<file path="src/rtl/tdc_48steps_decoder_if.sv">
// Bus bundle for the 48-step TDC decoder: raw capture word and start request in, decoded results out.
`default_nettype none

interface tdc_48steps_decoder_if #(
  parameter int AVG_LOG2 = 2
);
  logic [47:0]           i_TDC_code;
  logic                  i_Start;
  logic                  o_Busy;
  logic [5:0]            o_Code;
  logic [5+AVG_LOG2:0]   o_Sum;
  logic [5:0]            o_Avg;
  logic                  o_Valid;
  logic                  o_Overflow;
  logic                  o_Error;

  modport master (
    output i_TDC_code, i_Start,
    input  o_Busy, o_Code, o_Sum, o_Avg, o_Valid, o_Overflow, o_Error
  );

  modport slave (
    input  i_TDC_code, i_Start,
    output o_Busy, o_Code, o_Sum, o_Avg, o_Valid, o_Overflow, o_Error
  );
endinterface

`default_nettype wire

</file>
<file path="src/rtl/tdc_48steps_decoder.sv">
// 48-cell TDC decoder: capture, polarity normalise + bubble filter, popcount, and 2^AVG_LOG2-sample averaging FSM.
`default_nettype none

module tdc_48steps_decoder #(
  parameter int AVG_LOG2 = 2
) (
  input  wire                          i_Clk_Ref,
  input  wire                          i_RST_n,
  tdc_48steps_decoder_if.slave         bus
);

  localparam int SUM_W = 6 + AVG_LOG2;
  localparam int CNT_W = AVG_LOG2 + 2;
  localparam logic [47:0]      POLARITY  = 48'h5555_5555_5555;
  localparam logic [CNT_W-1:0] FILL_LAST = CNT_W'(2);
  localparam logic [CNT_W-1:0] ACC_LAST  = CNT_W'((1 << AVG_LOG2) - 1);

  localparam logic [1:0] IDLE = 2'd0;
  localparam logic [1:0] FILL = 2'd1;
  localparam logic [1:0] ACC  = 2'd2;
  localparam logic [1:0] DONE = 2'd3;

  logic [47:0]      s1;
  logic [47:0]      filt;
  logic [5:0]       code3;
  logic             bubble3;
  logic [49:0]      norm_ext;
  logic [47:0]      filt_nxt;
  logic [5:0]       popcnt;
  logic             non_thermo;
  logic [1:0]       state;
  logic [1:0]       state_nxt;
  logic [CNT_W-1:0] cnt;
  logic [SUM_W-1:0] acc;
  logic             ovf_sticky;
  logic             err_sticky;

  // Cells beyond the line: everything before cell 0 is "passed", nothing after cell 47 is.
  always_comb begin
    norm_ext = {1'b0, s1 ^ POLARITY, 1'b1};
    filt_nxt = '0;
    for (int k = 0; k < 48; k++) begin
      filt_nxt[k] = (norm_ext[k] & norm_ext[k+1]) | (norm_ext[k] & norm_ext[k+2]) |
                    (norm_ext[k+1] & norm_ext[k+2]);
    end
  end

  always_comb begin
    popcnt = '0;
    for (int k = 0; k < 48; k++) begin
      popcnt = popcnt + 6'(filt[k]);
    end
    non_thermo = |(~filt[46:0] & filt[47:1]);
  end

  always_ff @(posedge i_Clk_Ref or negedge i_RST_n) begin
    if (!i_RST_n) begin
      s1      <= '0;
      filt    <= '0;
      code3   <= '0;
      bubble3 <= 1'b0;
    end else begin
      s1      <= bus.i_TDC_code;
      filt    <= filt_nxt;
      code3   <= popcnt;
      bubble3 <= non_thermo;
    end
  end

  assign bus.o_Code = code3;

  always_ff @(posedge i_Clk_Ref or negedge i_RST_n) begin
    if (!i_RST_n) state <= IDLE;
    else          state <= state_nxt;
  end

  always_comb begin
    state_nxt = state;
    case (state)
      IDLE:    if (bus.i_Start)      state_nxt = FILL;
      FILL:    if (cnt == FILL_LAST) state_nxt = ACC;
      ACC:     if (cnt == ACC_LAST)  state_nxt = DONE;
      default:                       state_nxt = IDLE;
    endcase
  end

  always_comb begin
    bus.o_Busy = (state != IDLE);
  end

  // Results are registered out of DONE so o_Valid coincides with the new o_Sum/o_Avg.
  always_ff @(posedge i_Clk_Ref or negedge i_RST_n) begin
    if (!i_RST_n) begin
      cnt            <= '0;
      acc            <= '0;
      ovf_sticky     <= 1'b0;
      err_sticky     <= 1'b0;
      bus.o_Sum      <= '0;
      bus.o_Avg      <= '0;
      bus.o_Valid    <= 1'b0;
      bus.o_Overflow <= 1'b0;
      bus.o_Error    <= 1'b0;
    end else begin
      bus.o_Valid <= (state == DONE);
      case (state)
        IDLE: begin
          if (bus.i_Start) begin
            cnt        <= '0;
            acc        <= '0;
            ovf_sticky <= 1'b0;
            err_sticky <= 1'b0;
          end
        end
        FILL: begin
          cnt <= (cnt == FILL_LAST) ? '0 : cnt + 1'b1;
        end
        ACC: begin
          cnt        <= cnt + 1'b1;
          acc        <= acc + SUM_W'(code3);
          ovf_sticky <= ovf_sticky | (code3 == 6'd48);
          err_sticky <= err_sticky | bubble3;
        end
        default: begin
          bus.o_Sum      <= acc;
          bus.o_Avg      <= 6'(acc >> AVG_LOG2);
          bus.o_Overflow <= ovf_sticky;
          bus.o_Error    <= err_sticky;
        end
      endcase
    end
  end

endmodule

`default_nettype wire

</file>
<file path="src/flat_wrapper.sv">
// flat-port wrapper written by rule: the top's interface ports become plain ports
module tdc_48steps_decoder_flat 
#(
  parameter int AVG_LOG2 = 2
)
  (i_Clk_Ref, i_RST_n, bus_i_TDC_code, bus_i_Start, bus_o_Busy, bus_o_Code, bus_o_Sum, bus_o_Avg, bus_o_Valid, bus_o_Overflow, bus_o_Error);
  tdc_48steps_decoder_if #(.AVG_LOG2(AVG_LOG2)) bus_i ();
  input  wire i_Clk_Ref;
  input  wire i_RST_n;
  input wire logic [$bits(bus_i.i_TDC_code)-1:0] bus_i_TDC_code;
  input wire logic [$bits(bus_i.i_Start)-1:0] bus_i_Start;
  output wire logic [$bits(bus_i.o_Busy)-1:0] bus_o_Busy;
  output wire logic [$bits(bus_i.o_Code)-1:0] bus_o_Code;
  output wire logic [$bits(bus_i.o_Sum)-1:0] bus_o_Sum;
  output wire logic [$bits(bus_i.o_Avg)-1:0] bus_o_Avg;
  output wire logic [$bits(bus_i.o_Valid)-1:0] bus_o_Valid;
  output wire logic [$bits(bus_i.o_Overflow)-1:0] bus_o_Overflow;
  output wire logic [$bits(bus_i.o_Error)-1:0] bus_o_Error;
  assign bus_i.i_TDC_code = bus_i_TDC_code;
  assign bus_i.i_Start = bus_i_Start;
  assign bus_o_Busy = bus_i.o_Busy;
  assign bus_o_Code = bus_i.o_Code;
  assign bus_o_Sum = bus_i.o_Sum;
  assign bus_o_Avg = bus_i.o_Avg;
  assign bus_o_Valid = bus_i.o_Valid;
  assign bus_o_Overflow = bus_i.o_Overflow;
  assign bus_o_Error = bus_i.o_Error;
  tdc_48steps_decoder #(.AVG_LOG2(AVG_LOG2)) u_core (.i_Clk_Ref(i_Clk_Ref), .i_RST_n(i_RST_n), .bus(bus_i));
endmodule
</file>
<file path="config.mk">
export PLATFORM = sky130hd
export DESIGN_NAME = tdc_48steps_decoder_flat
export DESIGN_NICKNAME = d
export VERILOG_FILES = /design/src/rtl/tdc_48steps_decoder_if.sv /design/src/rtl/tdc_48steps_decoder.sv /design/src/flat_wrapper.sv
export SDC_FILE = /design/constraint.sdc
export NUM_CORES = 1
export LEC_CHECK = 0
export CAP_MARGIN = 20
export CELL_PAD_IN_SITES_DETAIL_PLACEMENT = 0
export CELL_PAD_IN_SITES_GLOBAL_PLACEMENT = 1
export CORE_UTILIZATION = 45
export DETAILED_ROUTE_END_ITERATION = 12
export PLACE_DENSITY_LB_ADDON = 0.05
export SLEW_MARGIN = 15
export SYNTH_ARGS = -nofsm -noshare
export SYNTH_HDL_FRONTEND = slang
export SYNTH_SLANG_ARGS = --single-unit
</file>
<file path="constraint.sdc">
create_clock -name i_Clk_Ref -period 7.85 [get_ports i_Clk_Ref]
set_clock_uncertainty 0.05 [all_clocks]
set_input_delay 2.355 -clock i_Clk_Ref [delete_from_list [all_inputs] [get_ports i_Clk_Ref]]
set_output_delay 2.355 -clock i_Clk_Ref [all_outputs]
set_load 0.1 [all_outputs]
</file>
==> results.py <==
metrics = {
    "cts": {
        "insertion_delay_ps": 410,
        "cts_root_buffer": "clkbuf_16",
        "ctsResizeCount": 0,
        "cts_hold_buf": 0,
        "htree_levels": 4,
        "clockBufferDepth": 2,
        "cts_sinks": 130,
        "cts_buffers": 17,
        "cts_setup_buffers": 0,
        "clk_pin_slew_ps": 50,
        "cts_tree": "built",
    },
    "placement": {
        "portBuffers": 74,
        "dpl.hpwl_um": 8520,
        "gp_congestion": 0.833,
    },
    "sta": {
        "worst_slew_pin_slew_ps": 980,
        "fin_crit_ps": 5770,
        "slew_headroom_pct": 34.5,
        "rsz0062_at_grt": "false",
        "maxSlewViolCount": 0,
        "max_freq_mhz": 173,
        "fin_setup_tns_ps": 0,
        "setup_viol": 0,
        "finalHoldViolCount": 0,
        "timing.final.crit_share_pct": 73.5,
    },
    "critical_path": {
        "critPathKind": "flip-flop to flip-flop",
        "path_common_cell": "fa_1",
        "end_kind": "flip-flop",
        "slowest_delay_ps": 580,
        "worst_r2r_path_depth": 15,
        "crit_family": "adder cells",
        "crit_chain": "ha_1, inv_1, fa_1, fa_1, fa_1, fa_1, fa_1, fa_1, fa_1, inv_1, fa_1, fa_1, a21o_1, a21oi_1, xnor2_1",
        "path_buf_inv": 2,
        "startpoint_type": "flip-flop",
        "critPathMaxFanout": 3,
        "slowest_stage": "fa_1",
        "crit_required_ps": 8130,
        "worstPathArrival_ps": 6050,
        "worst-path-stages": 15,
    },
    "grt": {
        "track_usage_pct": 17.2,
        "grt_pass1_vias": 3912,
        "grt_max_degree": 81,
        "grt_first_pass_wirelength_um": 18500,
        "overflow": 0,
        "antenna_found_initial": 0,
    },
    "die": {
        "die_w_um": 120,
        "initial_core_util_pct": 46.6,
        "num_rows": 42,
        "dieArea_um2": 14300,
        "io_pins": 75,
        "die_h_um": 120,
        "coreArea_um2": 13300,
    },
    "yosys": {
        "async_reset_ff_share_pct": 100,
        "synth_seq_area_share_pct": 52.3,
        "synth_ff_type": "dfrtp_1",
        "synth-seq-cells": 130,
        "synth_edf_count": 0,
        "yosys_warnings": 0,
        "synthesis.nets": 617,
        "yosysUniqueCellTypes": 40,
        "synthCells": 504,
        "synth_area_um2": 6220,
        "avgSynthCellArea_um2": 12.3,
    },
    "cells_and_area": {
        "areaGrowthSynthToFinish_pct": 23.2,
        "num-fill-cells": 1162,
        "insertedDiodeCount": 0,
        "regArea_um2": 3250,
        "layout_common_cells": "dfrtp_1, inv_1, clkdlybuf4s50_1",
        "drive_gt1_share_pct": 8.14,
        "fin_nets": 702,
        "layout_commonest_cell": "dfrtp_1",
        "multi_input_area_um2": 2540,
    },
    "hold_path": {
        "hold_path_depth": 1,
        "worstHoldPathType": "flip-flop to flip-flop",
    },
    "detailed_routing": {
        "vias": 3660,
        "wl_met2_um": 5350,
        "vias_per_cell": 4.70,
        "route.met3.wl_um": 435,
        "drt-met1-wl_um": 4720,
        "highest_layer": "met4",
        "detail-route-antenna-nets": 0,
        "dr.first_iter.drc_count": 122,
        "wire_per_inst_um": 13.9,
        "first_pass_iters": 4,
        "drc": 0,
        "routed_wl_um": 10800,
    },
    "flow_run": {
        "drv_cap": 0,
    },
    "status": {
        "status": "complete, no violations",
    },
}
[registers in the layout, summed over array words and instances (netlist names)]
register	count
u_core.acc	8
u_core.bubble3	1
u_core.bus.o_Avg	6
u_core.bus.o_Code	6
u_core.bus.o_Error	1
u_core.bus.o_Overflow	1
u_core.bus.o_Sum	2
u_core.bus.o_Valid	1
u_core.cnt	4
u_core.err_sticky	1
u_core.filt	48
u_core.ovf_sticky	1
u_core.s1	48
u_core.state	2
[worst register-to-register path, cell delays in order (launching register included)]
cell and delay (ps):
dfrtp_1 400, ha_1 280, inv_1 50, fa_1 500, fa_1 520, fa_1 520, fa_1 530, fa_1 580
fa_1 440, fa_1 490, inv_1 50, fa_1 390, fa_1 410, a21o_1 190, a21oi_1 170, xnor2_1 130
[cell usage after synthesis (all sizes together) (2+ instances only)]
| cell | number | share of area [%] |
|---|---|---|
| o221ai | 3 | 0.42 |
| a211oi | 2 | 0.24 |
| a32o | 2 | 0.32 |
| mux2i | 4 | 0.70 |
| a21o | 4 | 0.48 |
| nand4b | 3 | 0.42 |
| ha | 22 | 4.4 |
| nor4b | 2 | 0.28 |
| xor2 | 3 | 0.42 |
| xnor2 | 3 | 0.42 |
| or2 | 2 | 0.20 |
| dfrtp | 130 | 52 |
| o21bai | 2 | 0.24 |
| o22ai | 4 | 0.40 |
| inv | 99 | 6.0 |
| mux2 | 12 | 2.2 |
| fa | 40 | 13 |
| and2 | 8 | 0.80 |
| nor4 | 4 | 0.40 |
| nor2 | 26 | 1.6 |
| o2111ai | 2 | 0.28 |
| buf | 9 | 0.97 |
| nor3 | 2 | 0.24 |
| nand3 | 3 | 0.24 |
| a21oi | 18 | 1.4 |
| maj3 | 44 | 7.1 |
| o21ai | 11 | 0.88 |
| o31ai | 3 | 0.36 |
| nand2b | 15 | 1.5 |
| nand2 | 15 | 0.91 |
[final timing paths]
path	end	start	slack (ps)
setup / recovery	u_core.bus.o_Code[4]$_DFF_PN0_	u_core.filt[1]$_DFF_PN0_	2080
hold / removal	u_core.filt[0]$_DFF_PN0_	u_core.s1[0]$_DFF_PN0_	440
setup reg to reg	u_core.bus.o_Code[4]$_DFF_PN0_	u_core.filt[1]$_DFF_PN0_	2080
hold reg to reg	u_core.filt[0]$_DFF_PN0_	u_core.s1[0]$_DFF_PN0_	440
max in group asynchronous	u_core.s1[14]$_DFF_PN0_	i_RST_n	4450
min in group asynchronous	u_core.cnt[2]$_DFFE_PN0P_	i_RST_n	1910
[per-stage QoR]
step	instance area [µm²]	utilization, %	setup slack [ps]	hold slack, ps	instances
2_1_floorplan	6220	-	2250	379	504
4_1_cts	7670	57.4	2050	446	778
3_3_place_gp	7130	53.4	2150	424	746
5_1_grt	7670	57.4	1860	456	778
6_report	7670	57.4	2080	444	778
3_5_place_dp	7130	53.4	2060	423	746
[layer usage]
metal	track usage, %	vias up
li1	-	1794
met4	8.52	0
met2	28.6	85
met1	20.6	1761
met5	0	-
met3	4.66	20
[cells by family (layout without fill, tap and decap cells)]
group | Yosys count | count (layout) | synth area share [%]
muxes | 16 | 16 | 2.88
xor gates and xnor gates | 6 | 6 | 0.845
and+or+nand+nor | 83 | 83 | 6.90
AOI/OAI and AO/OA | 55 | 55 | 5.77
adders and majority gates | 106 | 106 | 24.4
DFF | 130 | 130 | 52.3
buffers and inverters | 108 | 206 | 6.94
[final cells by class]
type / count / share of cell area (%)
multi-input cells: 266 / 33.1
inverters: 99 / 4.85
flip-flops and latches: 130 / 42.4
clock inverters: 11 / 1.16
well taps: 176 / 2.87
clock buffers: 21 / 5.88
repair buffers: 75 / 9.73
Power is left out: the tool's default activity adds up to more than one toggle a clock period on the data nets, which glitch-free logic cannot reach.
